`config.mk`:
```
export PLATFORM = sky130hd
export DESIGN_NAME = mem_req_arbiter_flat
export DESIGN_NICKNAME = d
export VERILOG_FILES = /design/src/rtl/mem_req_arbiter_if.sv /design/src/rtl/mem_req_arbiter.sv /design/src/flat_wrapper.sv
export SDC_FILE = /design/constraint.sdc
export NUM_CORES = 1
export LEC_CHECK = 0
export CAP_MARGIN = 20
export CORE_AREA = 2 2 133 135
export CTS_CLUSTER_DIAMETER = 120
export DETAILED_ROUTE_END_ITERATION = 10
export DIE_AREA = 0 0 135 137
export PLACE_DENSITY_LB_ADDON = 0.1
export SLEW_MARGIN = 10
export SYNTH_ARGS = -nofsm -noshare
export SYNTH_HDL_FRONTEND = slang
export SYNTH_SLANG_ARGS = --single-unit
```
`constraint.sdc`:
```
create_clock -name clk -period 5.3 [get_ports clk]
set_input_delay 1.06 -clock clk [delete_from_list [all_inputs] [get_ports clk]]
set_output_delay 1.06 -clock clk [all_outputs]
set_load 0.05 [all_outputs]
```
`src/rtl/mem_req_arbiter_if.sv`:
```
// Signal bundle for the memory request arbiter: per-client request and
// response lanes plus the single shared memory port they are funnelled onto.
interface mem_req_arbiter_if #(
    parameter int CLIENT_CNT = 3,
    parameter int ADDR_WIDTH = 32,
    parameter int DATA_WIDTH = 32
);
    logic [CLIENT_CNT-1:0]            cl_req_valid;
    logic [CLIENT_CNT-1:0]            cl_req_write;
    logic [CLIENT_CNT*ADDR_WIDTH-1:0] cl_req_addr;
    logic [CLIENT_CNT*2-1:0]          cl_req_size;
    logic [CLIENT_CNT*DATA_WIDTH-1:0] cl_req_data;
    logic [CLIENT_CNT-1:0]            cl_rsp_done;
    logic [CLIENT_CNT-1:0]            cl_rsp_err;
    logic [DATA_WIDTH-1:0]            cl_rsp_data;

    logic                             mem_req_valid;
    logic                             mem_req_write;
    logic [ADDR_WIDTH-1:0]            mem_req_addr;
    logic [1:0]                       mem_req_size;
    logic [DATA_WIDTH-1:0]            mem_req_data;
    logic                             mem_rsp_done;
    logic [DATA_WIDTH-1:0]            mem_rsp_data;

    // The arbiter: answers the clients and masters the shared memory port.
    modport master (
        input  cl_req_valid, cl_req_write, cl_req_addr, cl_req_size, cl_req_data,
        output cl_rsp_done, cl_rsp_err, cl_rsp_data,
        output mem_req_valid, mem_req_write, mem_req_addr, mem_req_size, mem_req_data,
        input  mem_rsp_done, mem_rsp_data
    );

    // The surroundings: requesting clients and the memory that serves them.
    modport slave (
        output cl_req_valid, cl_req_write, cl_req_addr, cl_req_size, cl_req_data,
        input  cl_rsp_done, cl_rsp_err, cl_rsp_data,
        input  mem_req_valid, mem_req_write, mem_req_addr, mem_req_size, mem_req_data,
        output mem_rsp_done, mem_rsp_data
    );
endinterface

```
`src/rtl/mem_req_arbiter.sv`:
```
// Round-robin arbiter multiplexing CLIENT_CNT memory requesters onto one
// memory port. Misaligned requests are answered with an error without touching
// memory; a silent memory is answered with an error after TIMEOUT_CYCLES.
module mem_req_arbiter #(
    parameter int CLIENT_CNT     = 3,
    parameter int ADDR_WIDTH     = 32,
    parameter int DATA_WIDTH     = 32,
    parameter int TIMEOUT_CYCLES = 255
) (
    input logic               clk,
    input logic               rst_n,
    mem_req_arbiter_if.master bus
);
    localparam int IDX_W = (CLIENT_CNT > 1) ? $clog2(CLIENT_CNT) : 1;
    localparam int CNT_W = $clog2(TIMEOUT_CYCLES + 2);
    localparam logic [CNT_W-1:0] TMO_LIMIT = CNT_W'(TIMEOUT_CYCLES);
    localparam logic [IDX_W-1:0] LAST_IDX  = IDX_W'(CLIENT_CNT - 1);

    typedef enum logic [1:0] {
        IDLE = 2'd0,
        BUSY = 2'd1,
        RESP = 2'd2
    } state_t;

    state_t                  state_q, state_d;
    logic [IDX_W-1:0]        rrPtr_q, rrPtr_d;
    logic [CLIENT_CNT-1:0]   grant_q, grant_d;
    logic [CNT_W-1:0]        tmoCnt_q, tmoCnt_d;

    logic                    memValid_q, memValid_d;
    logic                    memWrite_q, memWrite_d;
    logic [ADDR_WIDTH-1:0]   memAddr_q, memAddr_d;
    logic [1:0]              memSize_q, memSize_d;
    logic [DATA_WIDTH-1:0]   memData_q, memData_d;

    logic [CLIENT_CNT-1:0]   rspDone_q, rspDone_d;
    logic [CLIENT_CNT-1:0]   rspErr_q, rspErr_d;
    logic [DATA_WIDTH-1:0]   rspData_q, rspData_d;

    logic                    anyValid;
    logic [CLIENT_CNT-1:0]   pickOh;
    logic [IDX_W-1:0]        pickIdx;
    logic                    pickWrite;
    logic [ADDR_WIDTH-1:0]   pickAddr;
    logic [1:0]              pickSize;
    logic [DATA_WIDTH-1:0]   pickData;
    logic                    pickMisaligned;
    logic                    timeoutHit;

    // Size 3 is reserved; halfwords need an even address, words a 4-byte one.
    function automatic logic misaligned(input logic [1:0] size, input logic [1:0] addrLo);
        logic bad;
        bad = 1'b0;
        case (size)
            2'd1:    bad = addrLo[0];
            2'd2:    bad = (addrLo != 2'b00);
            2'd3:    bad = 1'b1;
            default: bad = 1'b0;
        endcase
        return bad;
    endfunction

    // Round-robin search: first valid client at or above rrPtr, else the first below it.
    always_comb begin
        anyValid = 1'b0;
        pickOh   = '0;
        pickIdx  = '0;
        for (int i = 0; i < CLIENT_CNT; i++) begin
            if (!anyValid && bus.cl_req_valid[i] && (i >= int'(rrPtr_q))) begin
                anyValid  = 1'b1;
                pickOh[i] = 1'b1;
                pickIdx   = IDX_W'(i);
            end
        end
        for (int i = 0; i < CLIENT_CNT; i++) begin
            if (!anyValid && bus.cl_req_valid[i]) begin
                anyValid  = 1'b1;
                pickOh[i] = 1'b1;
                pickIdx   = IDX_W'(i);
            end
        end
    end

    // Select the request fields of the client picked by the search.
    always_comb begin
        pickWrite = 1'b0;
        pickAddr  = '0;
        pickSize  = '0;
        pickData  = '0;
        for (int i = 0; i < CLIENT_CNT; i++) begin
            if (pickOh[i]) begin
                pickWrite = bus.cl_req_write[i];
                pickAddr  = bus.cl_req_addr[i*ADDR_WIDTH +: ADDR_WIDTH];
                pickSize  = bus.cl_req_size[i*2 +: 2];
                pickData  = bus.cl_req_data[i*DATA_WIDTH +: DATA_WIDTH];
            end
        end
    end

    assign pickMisaligned = misaligned(pickSize, pickAddr[1:0]);
    assign timeoutHit     = (TIMEOUT_CYCLES != 0) && ((tmoCnt_q + CNT_W'(1)) == TMO_LIMIT);

    // Next-state and next-output logic; responses default to a quiet bus each cycle.
    always_comb begin
        state_d    = state_q;
        rrPtr_d    = rrPtr_q;
        grant_d    = grant_q;
        tmoCnt_d   = tmoCnt_q;
        memValid_d = memValid_q;
        memWrite_d = memWrite_q;
        memAddr_d  = memAddr_q;
        memSize_d  = memSize_q;
        memData_d  = memData_q;
        rspDone_d  = '0;
        rspErr_d   = '0;
        rspData_d  = '0;

        case (state_q)
            IDLE: begin
                if (anyValid) begin
                    grant_d  = pickOh;
                    rrPtr_d  = (pickIdx == LAST_IDX) ? '0 : pickIdx + IDX_W'(1);
                    tmoCnt_d = '0;
                    if (pickMisaligned) begin
                        state_d = RESP;
                    end else begin
                        state_d    = BUSY;
                        memValid_d = 1'b1;
                        memWrite_d = pickWrite;
                        memAddr_d  = pickAddr;
                        memSize_d  = pickSize;
                        memData_d  = pickWrite ? pickData : '0;
                    end
                end
            end

            BUSY: begin
                tmoCnt_d = tmoCnt_q + CNT_W'(1);
                if (bus.mem_rsp_done || timeoutHit) begin
                    state_d    = RESP;
                    rspDone_d  = grant_q;
                    memValid_d = 1'b0;
                    memWrite_d = 1'b0;
                    memAddr_d  = '0;
                    memSize_d  = '0;
                    memData_d  = '0;
                    if (bus.mem_rsp_done) begin
                        rspData_d = memWrite_q ? '0 : bus.mem_rsp_data;
                    end else begin
                        rspErr_d = grant_q;
                    end
                end
            end

            RESP: begin
                // A misaligned request arrives here with no response issued yet.
                if (rspDone_q == '0) begin
                    rspDone_d = grant_q;
                    rspErr_d  = grant_q;
                end else begin
                    state_d  = IDLE;
                    tmoCnt_d = '0;
                end
            end

            default: begin
                state_d = IDLE;
            end
        endcase
    end

    // State and registered outputs; reset abandons any transaction in flight.
    always_ff @(posedge clk or negedge rst_n) begin
        if (!rst_n) begin
            state_q    <= IDLE;
            rrPtr_q    <= '0;
            grant_q    <= '0;
            tmoCnt_q   <= '0;
            memValid_q <= 1'b0;
            memWrite_q <= 1'b0;
            memAddr_q  <= '0;
            memSize_q  <= '0;
            memData_q  <= '0;
            rspDone_q  <= '0;
            rspErr_q   <= '0;
            rspData_q  <= '0;
        end else begin
            state_q    <= state_d;
            rrPtr_q    <= rrPtr_d;
            grant_q    <= grant_d;
            tmoCnt_q   <= tmoCnt_d;
            memValid_q <= memValid_d;
            memWrite_q <= memWrite_d;
            memAddr_q  <= memAddr_d;
            memSize_q  <= memSize_d;
            memData_q  <= memData_d;
            rspDone_q  <= rspDone_d;
            rspErr_q   <= rspErr_d;
            rspData_q  <= rspData_d;
        end
    end

    assign bus.mem_req_valid = memValid_q;
    assign bus.mem_req_write = memWrite_q;
    assign bus.mem_req_addr  = memAddr_q;
    assign bus.mem_req_size  = memSize_q;
    assign bus.mem_req_data  = memData_q;
    assign bus.cl_rsp_done   = rspDone_q;
    assign bus.cl_rsp_err    = rspErr_q;
    assign bus.cl_rsp_data   = rspData_q;
endmodule
```
`src/flat_wrapper.sv`:
```
// flat-port wrapper written by rule: the top's interface ports become plain ports
module mem_req_arbiter_flat 
#(
    parameter int CLIENT_CNT     = 3,
    parameter int ADDR_WIDTH     = 32,
    parameter int DATA_WIDTH     = 32,
    parameter int TIMEOUT_CYCLES = 255
)
  (clk, rst_n, bus_cl_req_valid, bus_cl_req_write, bus_cl_req_addr, bus_cl_req_size, bus_cl_req_data, bus_cl_rsp_done, bus_cl_rsp_err, bus_cl_rsp_data, bus_mem_req_valid, bus_mem_req_write, bus_mem_req_addr, bus_mem_req_size, bus_mem_req_data, bus_mem_rsp_done, bus_mem_rsp_data);
  mem_req_arbiter_if #(.CLIENT_CNT(CLIENT_CNT), .ADDR_WIDTH(ADDR_WIDTH), .DATA_WIDTH(DATA_WIDTH)) bus_i ();
  input logic clk;
  input logic rst_n;
  input wire logic [$bits(bus_i.cl_req_valid)-1:0] bus_cl_req_valid;
  input wire logic [$bits(bus_i.cl_req_write)-1:0] bus_cl_req_write;
  input wire logic [$bits(bus_i.cl_req_addr)-1:0] bus_cl_req_addr;
  input wire logic [$bits(bus_i.cl_req_size)-1:0] bus_cl_req_size;
  input wire logic [$bits(bus_i.cl_req_data)-1:0] bus_cl_req_data;
  output wire logic [$bits(bus_i.cl_rsp_done)-1:0] bus_cl_rsp_done;
  output wire logic [$bits(bus_i.cl_rsp_err)-1:0] bus_cl_rsp_err;
  output wire logic [$bits(bus_i.cl_rsp_data)-1:0] bus_cl_rsp_data;
  output wire logic [$bits(bus_i.mem_req_valid)-1:0] bus_mem_req_valid;
  output wire logic [$bits(bus_i.mem_req_write)-1:0] bus_mem_req_write;
  output wire logic [$bits(bus_i.mem_req_addr)-1:0] bus_mem_req_addr;
  output wire logic [$bits(bus_i.mem_req_size)-1:0] bus_mem_req_size;
  output wire logic [$bits(bus_i.mem_req_data)-1:0] bus_mem_req_data;
  input wire logic [$bits(bus_i.mem_rsp_done)-1:0] bus_mem_rsp_done;
  input wire logic [$bits(bus_i.mem_rsp_data)-1:0] bus_mem_rsp_data;
  assign bus_i.cl_req_valid = bus_cl_req_valid;
  assign bus_i.cl_req_write = bus_cl_req_write;
  assign bus_i.cl_req_addr = bus_cl_req_addr;
  assign bus_i.cl_req_size = bus_cl_req_size;
  assign bus_i.cl_req_data = bus_cl_req_data;
  assign bus_cl_rsp_done = bus_i.cl_rsp_done;
  assign bus_cl_rsp_err = bus_i.cl_rsp_err;
  assign bus_cl_rsp_data = bus_i.cl_rsp_data;
  assign bus_mem_req_valid = bus_i.mem_req_valid;
  assign bus_mem_req_write = bus_i.mem_req_write;
  assign bus_mem_req_addr = bus_i.mem_req_addr;
  assign bus_mem_req_size = bus_i.mem_req_size;
  assign bus_mem_req_data = bus_i.mem_req_data;
  assign bus_i.mem_rsp_done = bus_mem_rsp_done;
  assign bus_i.mem_rsp_data = bus_mem_rsp_data;
  mem_req_arbiter #(.CLIENT_CNT(CLIENT_CNT), .ADDR_WIDTH(ADDR_WIDTH), .DATA_WIDTH(DATA_WIDTH), .TIMEOUT_CYCLES(TIMEOUT_CYCLES)) u_core (.clk(clk), .rst_n(rst_n), .bus(bus_i));
endmodule
```
# After elaboration in Yosys (flattened, before gate mapping)
# Cells that the tools add are included.
# totals
inputBits	239
reg_bits	122
output_inout_bits	106
word_cells	118
# classes
n_eq_ne	11
n_lt_le_gt_ge	3
n_mux	67
addsub	2
reduce_logical	23
# ops
operator	count
$mux 32	16
$pmux 32 s2	2
$mux 2	15
$pmux 9 s3	1
$mux 1	20
$mux 9	2
$mux 3	4
$pmux 3 s2	2
$add 9x1->9 const B	1
$eq 9x8->1 const B	1
$eq 2x2->1 const B	4
$logic_and 1x1->1	8
$pmux 2 s3	1
$reduce_and 3->1	2
$logic_not 1->1	5
$eq 2x1->1 const B	2
$ge 1x2->1 const A	2
$ne 2x1->1 const B	2
$ne 2x2->1 const B	2
$pmux 1 s2	2
$pmux 2 s2	1
$reduce_and 4->1	1
$reduce_bool 2->1	2
$logic_not 3->1	1
other kinds (7)	7

# Logic depth before layout (Yosys ltp)
# depth
ltp_word	26
mapped_depth	10
ltp_nobuf	8

# Worst setup path before layout
# No wires, ideal clock.
# synth_timing
path_type	input to register
startpoint	in bus_cl_req_valid[1]
endpoint	reg u_core.memData_q[30] (netlist: u_core.bus.mem_req_data[30])
path_buffers	3
t_required_ns	5.168
cell_stages	9
arrival_time_ns	2.883
path_slack_ns	2.285
setup_time_ns	0.132
path_cell_list	buf_2 nor2_1 o211a_1 a221o_1 a22o_1 a221o_1 buf_4 buf_6 o2bb2ai_1
# synth_between
elab_chain_cells	21
word_cells_on_any_way	45
cone_classes	eq/ne: 5; mux: 27; reduce/logical: 13
# synth_rtl
item	line_no	source
start: declaration	flat_wrapper.sv:13	input wire logic [$bits(bus_i.cl_req_valid)-1:0] bus_cl_req_valid;
$logic_and 1x1->1 (2 in series)	mem_req_arbiter.sv:69	if (!anyValid && bus.cl_req_valid[i] && (i >= int'(rrPtr_q))) begin
$mux 1	mem_req_arbiter.sv:69	
$logic_not 1->1	mem_req_arbiter.sv:69	
$logic_and 1x1->1 (2 in series)	mem_req_arbiter.sv:69	
$mux 1	mem_req_arbiter.sv:69	
$logic_not 1->1	mem_req_arbiter.sv:76	if (!anyValid && bus.cl_req_valid[i]) begin
$logic_and 1x1->1	mem_req_arbiter.sv:76	
$mux 1	mem_req_arbiter.sv:76	
[3 not listed]	--	
$logic_not 1->1	mem_req_arbiter.sv:76	
$logic_and 1x1->1	mem_req_arbiter.sv:76	
$mux 1	mem_req_arbiter.sv:76	
$mux 2 (tied with other cells)	mem_req_arbiter.sv:91	if (pickOh[i]) begin
$eq 2x2->1 (tied with other cells)	mem_req_arbiter.sv:54	case (size)
$pmux 1 s3 / $mux 32 (equally long branches)	mem_req_arbiter.sv:54, mem_req_arbiter.sv:124	
$ne 2x2->1 (no line) / $mux 32 (equally long branches)	--	
$reduce_and 4->1 (no line) / $pmux 32 s2 (equally long branches)	--	
end signal: assignment	mem_req_arbiter.sv:196	memData_q <= memData_d;
end: declaration	mem_req_arbiter.sv:34	logic [DATA_WIDTH-1:0] memData_q, memData_d;
# Several ways; a longest one is shown, not always the timed one. The select of a mux whose other input is x is not followed.
# A chain may end at the register's enable or synchronous reset.

# Worst setup path in the final report
# layout_timing
startpoint	in bus_cl_req_valid[1]
endpoint	reg u_core.memData_q[9] (netlist: u_core.bus.mem_req_data[9])
# Same word-level chain as after synthesis.

==> out/metrics.csv <==
stage;metric;value;unit
timing;relSlewSlack;34.9;%
layout;fin_area;9740;sq um
synthesis;yosys-top-cells-area;dfrtp_1 55%, a222oi_1 12%, o2bb2ai_1 10%;
layout;drive_above_1_share;6.31;%
synthesis;synth_seq_cells;122;
layout;layout_common_cells;343 x clkdlybuf4s50_1, 122 x dfrtp_1, 65 x a222oi_1, 64 x o2bb2ai_1, 32 x and2_1;
floorplanning;io_pins;345;
clock_tree;clk_pin_slew;0.05;ns
synthesis;synth_largest_area_cell;dfrtp_1;
clock_tree;post_cts_buffers;0;
hold_path;whs_path_depth;1;
placement;dpl.hpwl;15700;um
synthesis;yosys.area.top_type_share;54.7;%
clock_tree;cts_buffer_depth;2;
clock_tree;cts_hold_buf;0;
setup_path;reg2regPathDepth;7;
global_route;grt-ovfl-total;0;
floorplanning;start_util;32.7;%
drt;routed_wl;20900;um
timing;slew_violations;0;
job;cap_violations;0;
synthesis;synthCells;468;
floorplanning;rows;48;
hold_path;hold_class;reg2reg;
pwr;vdd_ir_drop_max;0.263;mV
synthesis;yosysSeqAreaShare;54.7;%
clock_tree;post_cts_resized;0;
setup_path;end_kind;flop;
drt;routed.top_layer;met4;
timing;worstMarginPinSlew;0.962;ns
drt;drt_iter0_drc;537;
layout;area_growth;74.6;%
drt;met1Wirelength;7930;um
timing;timing.fmax;0.250;GHz
clock_tree;clk_latency;0.42;ns
synthesis;synth_cell_types;46;
synthesis;synth_edf_count;0;
timing;hold_viol;0;
timing;fin_skew;0.0140;ns
synthesis;synth_fp_nets;713;
global_route;grt_pass1_wl;31200;um
clock_tree;cts_made_buffers;17;
global_route;grt_max_degree;65;
floorplanning;core-area;17100;sq um
hold_path;hold_end;u_core.bus.mem_req_addr[5]$_DFFE_PN0P_;
setup_path;arrival;4.33;ns
clock_tree;htree_levels;4;
timing;period_minus_slack;4.01;ns
drt;drc_errors;0;
placement;numPortBuffers;344;
floorplanning;die_w;135;um
setup_path;reg2reg_from;u_core.rrPtr_q[1]$_DFFE_PN0P_;
clock_tree;clock-sinks;122;
drt;wl_per_cell;20.2;um
timing;min_period_over_period;75.6;%
floorplanning;die_h;137;um
synthesis;netlist_area;5580;sq um
timing;rsz0062_at_grt;no;
hold_path;hp-start;u_core.bus.mem_req_addr[5]$_DFFE_PN0P_;
setup_path;reg2reg_slack;2.08;ns
clock_tree;cts_tree;yes;
pwr;power.density;475;nW/um^2
setup_path;start_kind;input port;
global_route;grt_pass1_vias;5796;
setup_path;criticalPathCategory;in2reg;
synthesis;yosys_warnings;0;
synthesis;synth-async-reset-ratio;100;%
global_route;antenna_found_initial;0;
drt;vias;5514;
pwr;leakage;4.00;nW
clock_tree;clock-root-buffer;clkbuf_16;
drt;vias_per_cell;5.34;
layout;nNetsFinal;1040;
floorplanning;dieArea;18500;sq um
outcome;run_status;finished, final reports clean;
drt;wl_met2;10700;um
timing;finalSetupTns;0;ns
timing;setup_violations;0;
setup_path;cp_max_fo;36;
synthesis;avgSynthCellArea;11.9;sq um
layout;diodes;0;
setup_path;critical_path_required;5.63;ns
synthesis;synth_flop_cell;dfrtp_1;
global_route;grt_usage;22.3;%
drt;wl_met3;1760;um
drt;dr.pass1.iters;6;
placement;placed_area;9170;sq um
drt;drtAntennaViolNets;0;
setup_path;r2r_end;u_core.bus.mem_req_data[9]$_DFFE_PN0P_;
layout;fill_cells;1438;
layout;layout_commonest_cell;clkdlybuf4s50_1;
placement;place_congestion;0.928;
-- cell usage after synthesis, types with 4 or more instances --
cell type	n
o21ai_0	15
a222oi_1	65
nor2_1	12
nor2b_1	4
buf_6	4
ha_1	6
o2bb2ai_1	64
dfrtp_1	122
clkbuf_1	38
a22o_1	8
nand2b_1	5
a21o_1	4
inv_1	7
nor3_1	6
nand3_1	5
o211a_1	5
nand2_1	15
and2_1	32
-- stage by stage --
stage          cells  total power (W)  hold WS (ns)  setup WS [ns]  util, %
2_1_floorplan    468          0.00274         0.472           2.28        -
3_3_place_gp    1001          0.00349         0.469           1.06     53.8
3_5_place_dp    1001          0.00354         0.474          0.893     53.8
4_1_cts         1033          0.00467         0.489           1.34     57.1
5_1_grt         1033          0.00487         0.501           1.05     57.1
6_report        1033          0.00462         0.487           1.29     57.1
-- cell type report --
cell class	count	area (sq um)	share of cell area (%)
timing repair buffer	353	3510	36.0
sequential	122	3050	31.3
multi-input combinational	294	2300	23.6
clock buffer	19	443	4.55
tap	225	282	2.89
clock inverter	13	126	1.30
inverter	7	26.3	0.270
-- critical path: stages --
cell             delay, ns
clkdlybuf4s50_1       0.54
nor3b_1               0.33
o31a_2                0.55
a221o_1               0.29
a22o_1                0.20
a221o_2               0.69
buf_4                 0.46
o2bb2ai_1             0.17
-- registers in the layout, indices dropped and copies added, names as in the netlist --
| name | count |
|---|---|
| u_core.state_q | 2 |
| u_core.grant_q | 3 |
| u_core.bus.mem_req_size | 2 |
| u_core.tmoCnt_q | 9 |
| u_core.bus.mem_req_addr | 32 |
| u_core.rrPtr_q | 2 |
| u_core.bus.mem_req_valid | 1 |
| u_core.bus.cl_rsp_err | 3 |
| u_core.bus.cl_rsp_data | 32 |
| u_core.bus.cl_rsp_done | 3 |
| u_core.bus.mem_req_write | 1 |
| u_core.bus.mem_req_data | 32 |
-- power breakdown --
group	switching (W)	internal, W
combinational	0.00142	0.000809
clock	0.000414	0.000698
sequential	0.000133	0.00115
-- logic make-up after synthesis --
logic type                 after synthesis  synth area share [%]
xor gates and xnor gates                 1                 0.157
DFF                                    122                  54.7
buffers and inverters                   52                  4.15
adders and majority gates                6                  1.35
muxes                                    3                 0.605
and+or+nand+nor                         96                  9.48
AOI/OAI and AO/OA                      188                  29.6
-- how the worst max path moves through the flow --
stage / endpoint / slack [ns] / from
4_1_cts: u_core.bus.mem_req_data[9]$_DFFE_PN0P_ / 1.34 / bus_cl_req_valid[1]
3_5_place_dp: u_core.bus.mem_req_data[9]$_DFFE_PN0P_ / 0.89 / bus_cl_req_valid[1]
2_1_floorplan: u_core.bus.mem_req_data[30]$_DFFE_PN0P_ / 2.28 / bus_cl_req_valid[1]
6_report: u_core.bus.mem_req_data[9]$_DFFE_PN0P_ / 1.29 / bus_cl_req_valid[1]
5_1_grt: u_core.bus.mem_req_data[7]$_DFFE_PN0P_ / 1.05 / bus_cl_req_valid[1]
3_3_place_gp: u_core.bus.mem_req_addr[21]$_DFFE_PN0P_ / 1.06 / bus_cl_req_valid[1]
-- per-layer routing --
layer	GRT usage (%)	vias to the layer above
li1	-	2566
met1	26.0	2681
met2	38.3	240
met3	7.15	27
met4	8.45	0
met5	0	-
Note: power is estimated with default switching activity, not from simulation.
==> RTL edit, RTL diff (config.mk and constraints unchanged) <==
`memAddr_q` no longer has a reset.
--- a/src/rtl/mem_req_arbiter.sv
+++ b/src/rtl/mem_req_arbiter.sv
@@ -179,5 +179,4 @@
             memValid_q <= 1'b0;
             memWrite_q <= 1'b0;
-            memAddr_q  <= '0;
             memSize_q  <= '0;
             memData_q  <= '0;
@@ -192,5 +191,4 @@
             memValid_q <= memValid_d;
             memWrite_q <= memWrite_d;
-            memAddr_q  <= memAddr_d;
             memSize_q  <= memSize_d;
             memData_q  <= memData_d;
@@ -199,4 +197,8 @@
             rspData_q  <= rspData_d;
         end
+    end
+
+    always_ff @(posedge clk) begin
+        memAddr_q <= memAddr_d;
     end
 
Behaviour: not the same (a bounded check fails within 4 cycles, from zero or initial values and one cycle with rst_n low).
==> RTL edit against the original RTL <==
- sequential cell count unchanged
- area after synthesis grew 4.0%
- power rose by 22%
- cell area rose by 2.6%
- combinational power grew 35%
- setup slack lost 60 ps
- count of clock-buffer cells in the layout increased by 7
- wire length shrank 5.7%
- critical endpoint is now u_core.bus.mem_req_addr[15]
- largest power group unchanged
==> RTL edit: results (changes against the original RTL) <==
grt:
  grt_max_degree: 52  # was 65
  grt_pass1_wl_um: 29300  # was 31,200 um
  grt_usage: 0.207  # was 0.223
  grt_pass1_vias: 5577  # was 5,796
layout:
  fillerInstances: 1456  # was 1,438
  antennaDiodeCount: 0  # unchanged
  fin_nets: 1050  # was 1,040
  layout-drive-gt1-share: 0.108  # was 0.0631
yosys:
  synth_edf_count: 32  # was 0
  synthTopCellsByArea: "dfrtp_1 (39%), edfxtp_1 (17%), a222oi_1 (11%)"  # was dfrtp_1 (55%), a222oi_1 (12%), o2bb2ai_1 (10%)
  postSynthNetCount: 720  # was 713
  synthTopCellsByCount: "dfrtp_1 (90), nor2_1 (69), a222oi_1 (66), and2_1 (39), clkbuf_1 (35)"  # was dfrtp_1 (122), a222oi_1 (65), o2bb2ai_1 (64), clkbuf_1 (38), and2_1 (32)
  async_flop_share: 0.738  # was 1.00
  ys_seq_area_frac: 0.554  # was 0.547
  synth_cells: 475  # was 468
  ys.flop_type: "dfrtp_1"  # unchanged
setup_path:
  rr_startpoint: "u_core.rrPtr_q[0]"  # was u_core.rrPtr_q[1]
  crit-reg2reg-capture: "u_core.bus.mem_req_data[28]"  # was u_core.bus.mem_req_data[9]
  cp-endpoint: "u_core.bus.mem_req_addr[15]"  # was u_core.bus.mem_req_data[9]
  r2r_setup_slack_ps: 1930  # was 2080 ps
  crit_fanout: 41  # was 36
  startpoint: "bus_cl_req_valid[0]"  # was bus_cl_req_valid[1]
  cp_slowest_cell: "a222oi_1"  # was a221o_2
  ff2ff_path_depth: 8  # was 7
  slowest_delay_ps: 640  # was 690 ps
worst_hold_path:
  hold_start: "u_core.grant_q[2]"  # was u_core.bus.mem_req_addr[5]
  hold_end: "u_core.bus.cl_rsp_done[2]"  # was u_core.bus.mem_req_addr[5]
routing:
  drt-wirelength-per-cell_um: 18.9  # was 20.2 um
  drtIter0Drc: 506  # was 537
  routed_wl_um: 19700  # was 20,900 um
  first_pass_iters: 9  # was 6
  route.vias.total: 5347  # was 5,514
power_and_ir_drop:
  p_comb_mw: 3.01  # was 2.23 mW
  power_density_nw_per_um2: 566  # was 475 nW/um^2
  ir_drop_mv: 0.277  # was 0.263 mV
  p_leak_nw: 4.16  # was 4.00 nW
  pg_seq_mw: 1.50  # was 1.28 mW
  p_int_mw: 3.25  # was 2.65 mW
run_status:
  status: "finished, final reports clean"  # unchanged
sta:
  skew_ps: 12.8  # was 14.0 ps
  hold_slack_ps: 499  # was 487 ps
  worst_slew_pin_slew_ps: 979  # was 962 ps
  fmax_ghz: 0.246  # was 0.250 GHz
placed_design:
  place_hpwl_um: 14800  # was 15,700 um
  routabilityCongestion: 0.775  # was 0.928
  preCtsSetupSlack_ps: 847  # was 893 ps
  placed_area_um2: 9400  # was 9170 um^2
  place_inst: 1011  # was 1,001
==> RTL edit: metal layers <==
layer  wire length [um]  GRT usage
met1               7310      0.228
met2              10300      0.365
met3               1780     0.0811
met4                303     0.0694
met5                  0          0
==> RTL edit: area by class of cell <==
| cell class | count | area (um^2) | area share |
|---|---|---|---|
| well taps | 225 | 282 | 0.0282 |
| multi-input cells | 304 | 2360 | 0.237 |
| clock inverters | 6 | 85.1 | 0.00851 |
| inverters | 8 | 30.0 | 0.00300 |
| repair buffers | 352 | 3510 | 0.351 |
| flip-flops and latches | 122 | 3210 | 0.321 |
| clock buffers | 26 | 509 | 0.0509 |
==> RTL edit: cells by family (layout without fill, tap and decap cells) <==
kind of cell	after synthesis	count (layout)	synth area share
AOI/OAI and AO/OA	102	102	0.162
adders and majority gates	6	6	0.0129
buffers and inverters	49	392	0.0416
DFF	122	122	0.554
xor gates and xnor gates	2	2	0.00302
and+or+nand+nor	153	153	0.130
muxes	41	41	0.0966
